--- src/rtl/dma_copy_if.sv ---
// dma_copy_if: openMSP430-style DMA port shared by the copy engine (master)
// and the memory / bus fabric (slave).
//   dma_en    master->slave  access request
//   dma_we    master->slave  2'b00 read, 2'b11 word write
//   dma_addr  master->slave  byte address, bit0 always 0
//   dma_din   master->slave  write data
//   dma_dout  slave->master  read data, valid the cycle after read accept
//   dma_ready slave->master  access accepted this cycle
//   dma_resp  slave->master  error response, qualifies dma_ready
interface dma_copy_if;
    logic        dma_en;
    logic [1:0]  dma_we;
    logic [15:0] dma_addr;
    logic [15:0] dma_din;
    logic [15:0] dma_dout;
    logic        dma_ready;
    logic        dma_resp;

    modport master (
        output dma_en, dma_we, dma_addr, dma_din,
        input  dma_dout, dma_ready, dma_resp
    );

    modport slave (
        input  dma_en, dma_we, dma_addr, dma_din,
        output dma_dout, dma_ready, dma_resp
    );
endinterface

--- src/rtl/dma_copy_engine.sv ---
// dma_copy_engine: copies cfg_len 16-bit words from cfg_src to cfg_dst over
// the DMA port, one read followed by one write per word.
//   clk, reset_n           clock, synchronous active-low reset
//   cfg_src/cfg_dst/cfg_len job configuration, latched on accepted start
//   start, abort           job request / kill from the access monitor
//   bus (master)           DMA port
//   busy, done, err        status: in job, completion pulse, sticky error
//   words_left             remaining words in the job
//
// state  | meaning
// IDLE   | waiting for start
// RD     | read request at src held until ready
// RD_CAP | capture read data from dma_dout
// WR     | write request of captured word at dst held until ready
// FIN    | successful end, done pulses on the way back to IDLE
module dma_copy_engine #(
    parameter int LEN_W = 8
) (
    input  logic             clk,
    input  logic             reset_n,
    input  logic [15:0]      cfg_src,
    input  logic [15:0]      cfg_dst,
    input  logic [LEN_W-1:0] cfg_len,
    input  logic             start,
    input  logic             abort,
    dma_copy_if.master       bus,
    output logic             busy,
    output logic             done,
    output logic             err,
    output logic [LEN_W-1:0] words_left
);

    typedef enum logic [2:0] {IDLE, RD, RD_CAP, WR, FIN} state_t;

    state_t           state, state_nxt;
    logic [15:0]      src, src_nxt, dst, dst_nxt;
    logic [15:0]      data_buf, buf_nxt;
    logic [LEN_W-1:0] cnt_nxt;
    logic             err_nxt, done_nxt;
    logic             accept, bus_err;

    assign accept  = bus.dma_ready & ~bus.dma_resp;
    assign bus_err = bus.dma_ready &  bus.dma_resp;

    always_comb begin
        state_nxt = state;
        src_nxt   = src;
        dst_nxt   = dst;
        cnt_nxt   = words_left;
        buf_nxt   = data_buf;
        err_nxt   = err;
        done_nxt  = 1'b0;
        // abort outranks any handshake on the same cycle, so that beat is lost
        if (state != IDLE && abort) begin
            state_nxt = IDLE;
            err_nxt   = 1'b1;
        end else begin
            case (state)
                IDLE: begin
                    if (start && !abort) begin
                        err_nxt   = 1'b0;
                        cnt_nxt   = cfg_len;
                        src_nxt   = {cfg_src[15:1], 1'b0};
                        dst_nxt   = {cfg_dst[15:1], 1'b0};
                        state_nxt = (cfg_len != '0) ? RD : FIN;
                    end
                end
                RD: begin
                    if (bus_err) begin
                        state_nxt = IDLE;
                        err_nxt   = 1'b1;
                    end else if (accept) begin
                        state_nxt = RD_CAP;
                    end
                end
                RD_CAP: begin
                    buf_nxt   = bus.dma_dout;
                    state_nxt = WR;
                end
                WR: begin
                    if (bus_err) begin
                        state_nxt = IDLE;
                        err_nxt   = 1'b1;
                    end else if (accept) begin
                        src_nxt   = src + 16'd2;
                        dst_nxt   = dst + 16'd2;
                        cnt_nxt   = words_left - 1'b1;
                        state_nxt = (words_left == LEN_W'(1)) ? FIN : RD;
                    end
                end
                FIN: begin
                    done_nxt  = 1'b1;
                    state_nxt = IDLE;
                end
                default: state_nxt = IDLE;
            endcase
        end
    end

    // Bus outputs are registered from the next-state view so they line up
    // with the state they belong to and stay stable while waiting for ready.
    always_ff @(posedge clk) begin
        if (!reset_n) begin
            state        <= IDLE;
            src          <= '0;
            dst          <= '0;
            data_buf     <= '0;
            words_left   <= '0;
            err          <= 1'b0;
            done         <= 1'b0;
            busy         <= 1'b0;
            bus.dma_en   <= 1'b0;
            bus.dma_we   <= 2'b00;
            bus.dma_addr <= '0;
            bus.dma_din  <= '0;
        end else begin
            state        <= state_nxt;
            src          <= src_nxt;
            dst          <= dst_nxt;
            data_buf     <= buf_nxt;
            words_left   <= cnt_nxt;
            err          <= err_nxt;
            done         <= done_nxt;
            busy         <= (state_nxt != IDLE);
            bus.dma_en   <= (state_nxt == RD) || (state_nxt == WR);
            bus.dma_we   <= (state_nxt == WR) ? 2'b11 : 2'b00;
            bus.dma_addr <= (state_nxt == WR) ? dst_nxt : src_nxt;
            bus.dma_din  <= buf_nxt;
        end
    end

endmodule

--- src/flat_wrapper.sv ---
// flat-port wrapper written by rule: the top's interface ports become plain ports
module dma_copy_engine_flat 
#(
    parameter int LEN_W = 8
)
  (clk, reset_n, cfg_src, cfg_dst, cfg_len, start, abort, busy, done, err, words_left, bus_dma_en, bus_dma_we, bus_dma_addr, bus_dma_din, bus_dma_dout, bus_dma_ready, bus_dma_resp);
  dma_copy_if bus_i ();
  input  logic clk;
  input  logic reset_n;
  input  logic [15:0] cfg_src;
  input  logic [15:0] cfg_dst;
  input  logic [LEN_W-1:0] cfg_len;
  input  logic start;
  input  logic abort;
  output logic busy;
  output logic done;
  output logic err;
  output logic [LEN_W-1:0] words_left;
  output wire logic [$bits(bus_i.dma_en)-1:0] bus_dma_en;
  output wire logic [$bits(bus_i.dma_we)-1:0] bus_dma_we;
  output wire logic [$bits(bus_i.dma_addr)-1:0] bus_dma_addr;
  output wire logic [$bits(bus_i.dma_din)-1:0] bus_dma_din;
  input wire logic [$bits(bus_i.dma_dout)-1:0] bus_dma_dout;
  input wire logic [$bits(bus_i.dma_ready)-1:0] bus_dma_ready;
  input wire logic [$bits(bus_i.dma_resp)-1:0] bus_dma_resp;
  assign bus_dma_en = bus_i.dma_en;
  assign bus_dma_we = bus_i.dma_we;
  assign bus_dma_addr = bus_i.dma_addr;
  assign bus_dma_din = bus_i.dma_din;
  assign bus_i.dma_dout = bus_dma_dout;
  assign bus_i.dma_ready = bus_dma_ready;
  assign bus_i.dma_resp = bus_dma_resp;
  dma_copy_engine #(.LEN_W(LEN_W)) u_core (.clk(clk), .reset_n(reset_n), .cfg_src(cfg_src), .cfg_dst(cfg_dst), .cfg_len(cfg_len), .start(start), .abort(abort), .bus(bus_i), .busy(busy), .done(done), .err(err), .words_left(words_left));
endmodule
--- config.mk ---
export PLATFORM = sky130hd
export DESIGN_NAME = dma_copy_engine_flat
export DESIGN_NICKNAME = d
export VERILOG_FILES = /design/src/rtl/dma_copy_if.sv /design/src/rtl/dma_copy_engine.sv /design/src/flat_wrapper.sv
export SDC_FILE = /design/constraint.sdc
export NUM_CORES = 1
export LEC_CHECK = 0
export BUFFER_PORTS_ARGS = -buffer_cell sky130_fd_sc_hd__clkbuf_2
export CORE_UTILIZATION = 48
export DETAILED_ROUTE_END_ITERATION = 10
export PLACE_DENSITY_LB_ADDON = 0.05
export SLEW_MARGIN = 20
export SYNTH_ARGS = -nofsm -noshare
export SYNTH_HDL_FRONTEND = slang
export SYNTH_SLANG_ARGS = --single-unit
--- constraint.sdc ---
create_clock -name clk -period 1.95 [get_ports clk]
set_input_delay 0.2925 -clock clk [delete_from_list [all_inputs] [get_ports clk]]
set_output_delay 0.2925 -clock clk [all_outputs]
set_load 0.02 [all_outputs]
==> out/results.tsv, run 1 <==
metric	value	unit
power_density	688.2	mW/mm2
synthesis.nets	567	
critical_path_arrival	2180	ps
finalSetupViolCount	0	
cts_buffers	9	
critPathBufInv	3	
peakVddDrop	0.3712	mV
final.fill_count	752	
cts_tree	yes	
p_switching	0.001074	W
wl_per_cell	16.46	um
htree_levels	3	
hold_class	primary input to flop	
min_path_cells	3	
drc	0	
final_nets	735	
synth_async_sr_flop_share	0	%
critPathRequiredTime	2240	ps
netlist_area	0.004145	mm2
grt_pass1_vias	4171	
num_rows	33	
critPathMaxFanout	6	
power.internal	0.002769	W
via_per_inst	5.719	
crit_family	simple AND/OR/NAND/NOR gates	
fmax	0.5269	GHz
synth_ff_type	dfxtp_1	
gr-total-overflow	0	
p_leak	2.484	nW
switching_share	27.94	%
hold_viol	0	
end_kind	flop	
area_growth	34.68	%
synth_warnings	0	
clkSinkCount	80	
synth_top_area_share	38.64	%
cap_viol_max_count	0	
root_buffer	clkbuf_8	
r2r_cells	8	
pre_cts_ws	-148.1	ps
start_util	49.95	%
fin_util	67.27	%
fin_hold_ws	147.5	ps
cts_max_path_buffers	2	
drtIter0Drc	258	
yosysSeqAreaShare	38.64	%
die_x	94.93	um
post_synth_num_cell_types	87	
pwr-share-comb	17.6	%
drt-total-wl	12830	um
clk_latency	360	ps
dpl_cell_area	0.005251	mm2
grt_usage	29.38	%
dp_hpwl	9380	um
vias	4455	
firstDrtPassIters	4	
place_congestion	0.8794	
port_buffers	105	
synth_edf_count	0	
worst_slew_pin_slew	525.4	ps
seqPwrFrac	45.7	%
synthTopCellsByArea	dfxtp_1 39%, nand2_1 6.9%, a21oi_1 5.9%	
final_area	0.005583	mm2
final_antenna_net_count	0	
die_y	94.93	um
grt_first_pass_wirelength	20090	um
crit_top_cell	buf_4	
clock_skew	10.78	ps
syn_avg_cell_area	8.274	um2
slowest_stage	or3_1	
antenna_found_initial	0	
path_class	flop to flop	
path_cells	or3_1, nor2_4, a211oi_2, or2_1, buf_12, buf_4, buf_4, a2bb2oi_1	
top_level_ports	108	
core_region_area	0.008299	mm2
worst-path-stages	8	
fin_crit	1898	ps
clk_pin_slew	90	ps
synthCells	501	
diodes	0	
worst_slack	51.93	ps
critPathLaunchType	flop	
drive_gt1_share	36.80	%
max_stage_delay	420	ps
relSlewSlack	64.97	%
yosys.area.top_type	dfxtp_1	
finalNonFillerCells	779	
dp.cells	758	
status	finished clean	
fin_crit_sh	97.34	%
dieArea	0.009012	mm2
rsz0062_at_grt	true	
ys_ff_latch	80	
slew_violations	0	
grt_max_degree	37	
power_frac_clock	36.7	%
==> routing by layer <==
metal  vias to the layer above  track usage, %  routed length (um)
li1                       2164               -                   -
met1                      2102           36.72                5564
met2                       160           50.00                6192
met3                        29           4.911                 736
met4                         0           11.74                 333
met5                         -               0                   0
==> metrics by stage <==
| step | TNS, ps | total power [W] |
|---|---|---|
| 6_report | 0 | 0.003842 |
| 3_5_place_dp | -864.9 | 0.002432 |
| 5_1_grt | -242.0 | 0.003979 |
| 3_3_place_gp | -332.4 | 0.002420 |
| 2_1_floorplan | 0 | 0.002145 |
| 4_1_cts | -15.18 | 0.003825 |
==> state kept, by name, indices dropped and copies added, names as in the netlist <==
register             cells
u_core.dst              16
u_core.words_left        8
u_core.bus.dma_en        1
u_core.busy              1
u_core.bus.dma_addr     16
u_core.bus.dma_we        1
u_core.state             3
u_core.err               1
u_core.done              1
u_core.src              16
u_core.data_buf         16
==> what timing repair did <==
item / 4_1_cts / 5_1_grt
pin swaps: 1 / 3
gates resized for setup: 4 / 14
hold buffers: 0 / 0
setup endpoints to repair: 17 / 28
cloned: 0 / 0
setup buffers: 0 / 5
==> worst min-delay path, stage by stage <==
cell and delay, ps:
clkbuf_2 80, nand2_1 40, a21oi_1 50
==> cells by family (layout without fill, tap and decap cells) <==
family / after synthesis / count (layout) / share of synthesized area [%]
DFF: 80 / 80 / 38.64
muxes: 6 / 6 / 1.751
and+or+nand+nor: 211 / 211 / 27.23
AOI/OAI and AO/OA: 155 / 155 / 24.81
xor gates and xnor gates: 3 / 3 / 0.6340
adders and majority gates: 4 / 4 / 1.207
buffers and inverters: 42 / 215 / 5.735
==> placed cells by master (no fill, tap or decap), types with 4 or more instances in the layout <==
| cell type | synthesis | final |
|---|---|---|
| o31ai_1 | 6 | 6 |
| and2_1 | 7 | 8 |
| a21oi_1 | 49 | 49 |
| and3_1 | 8 | 8 |
| nand2_1 | 76 | 76 |
| a22o_1 | 5 | 5 |
| clkbuf_8 | 3 | 10 |
| inv_1 | 6 | 6 |
| nand4_1 | 6 | 6 |
| nand2b_1 | 5 | 5 |
| dfxtp_1 | 80 | 78 |
| a22oi_1 | 12 | 12 |
| nand3b_1 | 4 | 4 |
| nor3_1 | 10 | 9 |
| nand3_1 | 14 | 14 |
| nor4_1 | 7 | 7 |
| clkbuf_2 | 3 | 105 |
| o21ai_0 | 22 | 21 |
| ha_1 | 4 | 4 |
| a21o_1 | 4 | 4 |
| buf_4 | 5 | 81 |
| nor2_1 | 38 | 37 |
| a31oi_1 | 9 | 9 |
==> final cells by class <==
cell class | instances | area, um2 | area share, %
Multi-Input combinational cell | 379 | 2360 | 42.27
Timing Repair Buffer | 192 | 1227 | 21.99
Tap cell | 105 | 131.4 | 2.353
Clock inverter | 6 | 91.34 | 1.636
Clock buffer | 10 | 137.6 | 2.465
Inverter | 7 | 28.78 | 0.5155
Sequential cell | 80 | 1607 | 28.78
==> path summary, 6_finish.rpt <==
kind,startpoint,end,slack [ps]
setup / recovery,u_core.state[0]$_SDFF_PN0_,u_core.bus.dma_addr[4]$_SDFF_PN0_,50
setup reg to reg,u_core.state[0]$_SDFF_PN0_,u_core.bus.dma_addr[4]$_SDFF_PN0_,50
hold / removal,bus_dma_dout[11],u_core.data_buf[11]$_SDFFE_PN0P_,150
hold reg to reg,u_core.data_buf[15]$_SDFFE_PN0P_,u_core.data_buf[15]$_SDFFE_PN0P_,450
==> power groups by stage <==
stage / Sequential [W] / Clock (W) / Combinational [W]
6_report: 0.00176 / 0.00141 / 0.000675
5_1_grt: 0.00177 / 0.00148 / 0.000727
4_1_cts: 0.00176 / 0.00142 / 0.000644
3_5_place_dp: 0.00179 / 0 / 0.000638
3_3_place_gp: 0.00179 / 0 / 0.000630
2_1_floorplan: 0.00183 / 0 / 0.000311
==> cells in the mapped netlist (3+ instances only) <==
library cell  count
a211oi_1          3
a21o_1            4
a21oi_1          49
a221oi_1          3
a22o_1            5
a22oi_1          12
a2bb2oi_1         3
a31oi_1           9
a32oi_1           3
and2_1            7
and3_1            8
buf_2             8
buf_4             5
clkbuf_1         14
clkbuf_2          3
clkbuf_8          3
dfxtp_1          80
ha_1              4
inv_1             6
nand2_1          76
nand2b_1          5
nand3_1          14
nand3b_1          4
nand4_1           6
nor2_1           38
nor2_2            3
nor3_1           10
nor4_1            7
o21ai_0          22
o2bb2ai_1         3
o31ai_1           6
or3_1             3
xnor2_1           3
No activity file was read; power rests on OpenSTA's default activity.
==> run 2: changes to the inputs <==
--- a/config.mk
+++ b/config.mk
@@ -6,6 +6,7 @@
 export NUM_CORES = 1
 export LEC_CHECK = 0
 export BUFFER_PORTS_ARGS = -buffer_cell sky130_fd_sc_hd__clkbuf_2
+export CORE_MARGIN = 2
 export CORE_UTILIZATION = 48
 export DETAILED_ROUTE_END_ITERATION = 10
 export PLACE_DENSITY_LB_ADDON = 0.05
==> out/results.tsv, run 2 (synthesis gave the netlist of run 1 again) <==
metric	value	unit	change
mostFrequentLayoutCell	clkbuf_2		
worst_slew_pin_slew	508.9	ps	-16.49 ps
pre_cts_ws	-139.4	ps	+8.727 ps
slew_violations	0		unchanged
die_x	96.93	um	+2.1%
power_density	683.8	mW/mm2	-0.64%
dpl_cell_area	0.005279	mm2	+0.52%
die_y	96.93	um	+2.1%
htree_levels	3		unchanged
reg2reg_slack	80	ps	+20 ps
grt_pass1_vias	4293		+2.9%
fin_crit	1874	ps	-23.60 ps
clk_latency	360	ps	about the same
slowest_stage	or3_4		
fin_hold_ws	135.3	ps	-12.28 ps
seq_area	0.001612	mm2	+0.31%
final.fill_count	689		-8.4%
relSlewSlack	66.07	%	+1.1 points
drc	0		unchanged
wl_per_cell	16.70	um	+1.4%
grt_first_pass_wirelength	21220	um	+5.6%
final_cell_mix	105 x clkbuf_2, 81 x buf_4, 76 x nand2_1, 76 x dfxtp_1, 48 x a21oi_1		
cts_tree	yes		
worst-path-stages	8		unchanged
status	finished clean		
hold-path-endpoint	u_core.data_buf[11]$_SDFFE_PN0P_		
min_path_cells	3		unchanged
grt_usage	27.85	%	-1.5 points
num_rows	33		unchanged
final_area	0.005741	mm2	+2.8%
clkSinkCount	80		unchanged
dp_hpwl	9430	um	+0.53%
path_cells	or3_4, nor2_4, a211oi_2, buf_4, nor2_4, buf_4, nor2_1, a211oi_2		
finalSetupViolCount	0		unchanged
critPathMaxFanout	6		unchanged
fmax	0.5335	GHz	+1.3%
drive_gt1_share	39.06	%	+2.3 points
gr-total-overflow	0		unchanged
end_kind	flop		
port_buffers	105		unchanged
critPathRequiredTime	2230	ps	about the same
p_leak	2.533	nW	+2.0%
finalSetupTns	0	ps	unchanged
firstDrtPassIters	5		+1
place_congestion	0.9440		+7.3%
core_region_area	0.008299	mm2	unchanged
diodes	0		unchanged
drt-total-wl	13130	um	+2.3%
area_growth	38.48	%	
grt_max_degree	47		+27%
path_class	flop to flop		
worst_slack	75.53	ps	+23.60 ps
fin_crit_sh	96.13	%	-1.2 points
cap_viol_max_count	0		unchanged
critPathBufInv	2		-1
hold_viol	0		unchanged
via_per_inst	5.667		-0.91%
start_util	49.95	%	unchanged
crit_start	u_core.state[1]$_SDFF_PN0_		
top_level_ports	108		unchanged
critPathLaunchType	flop		
vias	4454		-0.022%
clk_pin_slew	100	ps	about the same
critical_path_arrival	2160	ps	-20 ps
hold_class	primary input to flop		
final_nets	742		+0.95%
cts_max_path_buffers	2		unchanged
final_antenna_net_count	0		unchanged
crit_family	simple AND/OR/NAND/NOR gates		
multi_input_area	0.002412	mm2	+2.2%
hp-start	bus_dma_dout[11]		
antenna_found_initial	0		unchanged
clock_skew	8.971	ps	-1.808 ps
max_stage_delay	410	ps	about the same
cts_buffers	9		unchanged
reg2reg_from	u_core.state[1]$_SDFF_PN0_		
timing.rr.end	u_core.bus.dma_addr[1]$_SDFF_PN0_		
r2r_cells	8		unchanged
peakVddDrop	0.4697	mV	+27%
root_buffer	clkbuf_8		
dieArea	0.009395	mm2	+4.3%
drtIter0Drc	288		+12%
-- run 2: final cells by class --
class                           instances  area share [%]
Inverter                                7          0.5013
Clock inverter                          7           1.896
Tap cell                              105           2.289
Timing Repair Buffer                  199           23.06
Sequential cell                        80           28.07
Multi-Input combinational cell        379           42.02
Clock buffer                            9           2.158
-- run 2: report_power, final --
group / switching, W / total [W] / internal, W
combinational: 0.000385 / 0.000720 / 0.000335
sequential: 0.0000520 / 0.00175 / 0.00170
clock: 0.000700 / 0.00145 / 0.000751
-- run 2: layer usage --
metal	track usage (%)	share of wire, %	vias to the layer above
met3	5.058	6.1	24
met5	0	0	-
li1	-	-	2181
met4	11.16	2.6	0
met1	35.79	43	2081
met2	46.21	48	168
-- run 2: worst min-delay path, delay by kind of cell --
| kind | cells | cell delay (ps) |
|---|---|---|
| buffers and inverters | 1 | 80 |
| AOI/OAI and AO/OA | 1 | 50 |
| and+or+nand+nor | 1 | 40 |
-- run 2: repair_timing --
action	CTS	global route
endpoints found under the setup margin	24	28
resized for setup	11	29
setup buffers	2	8
hold buffers	0	0
pin swaps	0	10
hold endpoints to repair	0	0
-- run 2: worst max-delay path by stage --
| stage | end | slack, ps |
|---|---|---|
| after floorplan | u_core.bus.dma_addr[6]$_SDFF_PN0_ | 30 |
| after global placement | u_core.bus.dma_addr[1]$_SDFF_PN0_ | -90 |
| after detailed placement | u_core.words_left[4]$_SDFFE_PN0P_ | -140 |
| after CTS | u_core.words_left[4]$_SDFFE_PN0P_ | 7 |
| after global routing | u_core.bus.dma_addr[15]$_SDFF_PN0_ | -0.9 |
| final | u_core.bus.dma_addr[1]$_SDFF_PN0_ | 80 |
-- run 2: through the flow --
| stage | cells | util (%) | power, W |
|---|---|---|---|
| 3_5_place_dp | 760 | 63.61 | 0.002440 |
| 5_1_grt | 786 | 69.17 | 0.004089 |
| 4_1_cts | 778 | 67.24 | 0.003912 |
| 2_1_floorplan | 501 | - | 0.002145 |
| 3_3_place_gp | 760 | 63.61 | 0.002431 |
| 6_report | 786 | 69.17 | 0.003925 |
==> run 3: changes to the inputs <==
--- a/config.mk
+++ b/config.mk
@@ -9,7 +9,7 @@
 export CORE_MARGIN = 2
 export CORE_UTILIZATION = 48
 export DETAILED_ROUTE_END_ITERATION = 10
-export PLACE_DENSITY_LB_ADDON = 0.05
+export PLACE_DENSITY = 0.76
 export SLEW_MARGIN = 20
 export SYNTH_ARGS = -nofsm -noshare
 export SYNTH_HDL_FRONTEND = slang
==> constraint.sdc (replaced) <==
create_clock -name clk -period 1.95 [get_ports clk]
set_input_delay 0.39 -clock clk [delete_from_list [all_inputs] [get_ports clk]]
set_output_delay 0.39 -clock clk [all_outputs]
set_load 0.02 [all_outputs]
==> out/results.tsv, run 3 (synthesis gave the netlist of run 1 again) <==
metric	value	unit	change
core_region_area	0.008299	mm2	unchanged
p_leak	2.436	nW	-3.8%
via_per_inst	5.864		+3.5%
cts-hold-fix-buffers	0		unchanged
clk_pin_slew	90	ps	about the same
top_level_ports	108		unchanged
cts_max_path_buffers	2		unchanged
crit_start	u_core.words_left[4]$_SDFFE_PN0P_		
status	finished clean		
grt_pass1_vias	4388		+2.2%
worst_slack	73.49	ps	-2.039 ps
cts_buffers	9		unchanged
root_buffer	clkbuf_8		
drive_gt1_share	37.74	%	-1.3 points
grt_usage	27.71	%	-0.14 points
fin_crit_sh	96.23	%	+0.10 points
gr-total-overflow	0		unchanged
wl_per_cell	16.91	um	+1.3%
post-cts-setup-buffers	0		-2
clkSinkCount	80		unchanged
r2r_cells	7		-1
relSlewSlack	66.00	%	-0.076 points
hp-start	bus_dma_dout[7]		
final_cell_mix	105 x clkbuf_2, 80 x buf_4, 76 x nand2_1, 76 x dfxtp_1, 49 x a21oi_1		
grt_max_degree	36		-23%
start_util	49.95	%	unchanged
hold_viol	0		unchanged
clock_skew	11.48	ps	+2.512 ps
diodes	0		unchanged
die_x	96.93	um	unchanged
hold_class	primary input to flop		
cts_tree	yes		
finalPower	0.003595	W	-8.4%
path_class	flop to flop		
final_nets	734		-1.1%
port_buffers	105		unchanged
mostFrequentLayoutCell	clkbuf_2		
critPathMaxFanout	6		unchanged
fin_crit	1877	ps	+2.039 ps
finalSetupViolCount	0		unchanged
peakVddDrop	0.4371	mV	-7.0%
antenna_found_initial	0		unchanged
area_growth	34.14	%	
final_antenna_net_count	0		unchanged
cap_viol_max_count	0		unchanged
drc	0		unchanged
clk_latency	360	ps	about the same
slew_violations	0		unchanged
drtIter0Drc	368		+28%
dieArea	0.009395	mm2	unchanged
dp_hpwl	9589	um	+1.7%
min_path_cells	3		unchanged
num_rows	33		unchanged
rsz0062_at_grt	true		
power_density	646.5	mW/mm2	-5.5%
end_kind	flop		
pre_cts_ws	-164.1	ps	-24.68 ps
fin_util	67.00	%	-2.2 points
place_congestion	0.9257		-1.9%
grt_first_pass_wirelength	21400	um	+0.84%
drt-total-wl	13160	um	+0.24%
die_y	96.93	um	unchanged
critPathRequiredTime	2240	ps	about the same
vias	4562		+2.4%
critPathLaunchType	flop		
fmax	0.5329	GHz	-0.11%
reg2reg_from	u_core.words_left[4]$_SDFFE_PN0P_		
htree_levels	3		unchanged
worst_slew_pin_slew	510.0	ps	+1.134 ps
firstDrtPassIters	5		unchanged
critical_path_arrival	2170	ps	about the same
run 3: cell count changes in the layout (fill, tap and decap cells not counted), moves of 3 or more:
cell / change
a2bb2oi_1: +3
buf_6: -5
clkinvlp_4: +3
a2bb2oi_2: -3
run 3: layout make-up:
type | count | area [um2]
Clock buffer | 9 | 123.9
Tap cell | 105 | 131.4
Multi-Input combinational cell | 379 | 2394
Inverter | 7 | 28.78
Timing Repair Buffer | 191 | 1220
Clock inverter | 7 | 56.30
Fill cell | 713 | 2739
Sequential cell | 80 | 1607
run 3: metrics by stage:
step                cell area, um2  TNS, ps  hold WS (ps)  std cells
floorplan                     4145        0         448.2        501
CTS                           5482        0         230.5        778
finish                        5560        0         233.0        778
global route                  5560   -52.02         233.0        778
detailed placement            5276    -1469         447.6        762
global placement              5276   -863.0         441.8        762
run 3: per-layer routing:
layer | GRT usage [%] | share of wire [%]
met1 | 34.35 | 40
met2 | 47.76 | 48
met3 | 4.697 | 8.4
met4 | 11.05 | 3.3
met5 | 0 | 0
run 3: final timing paths:
kind,slack (ps),to
hold / removal,230,u_core.data_buf[7]$_SDFFE_PN0P_
setup reg to reg,70,u_core.bus.dma_addr[5]$_SDFF_PN0_
setup / recovery,70,u_core.bus.dma_addr[5]$_SDFF_PN0_
hold reg to reg,460,u_core.data_buf[7]$_SDFFE_PN0P_
run 3: repair_timing:
action	CTS	global route
endpoints found under the setup margin	22	23
gates resized for setup	7	21
endpoints found under the hold margin	0	0
pin swaps	1	0
run 3: power by group:
group / switching (W) / total (W) / internal (W)
combinational: 0.000374 / 0.000680 / 0.000307
clock: 0.000682 / 0.00115 / 0.000473
sequential: 0.0000554 / 0.00176 / 0.00170
run 3: critical path, stage by stage (launching register included):
cell       delay [ps]
dfxtp_1           350
nor4_4            340
a311oi_2          150
a211oi_2          210
buf_4             200
nor2_4             80
nor2_2            300
a2bb2oi_1         180
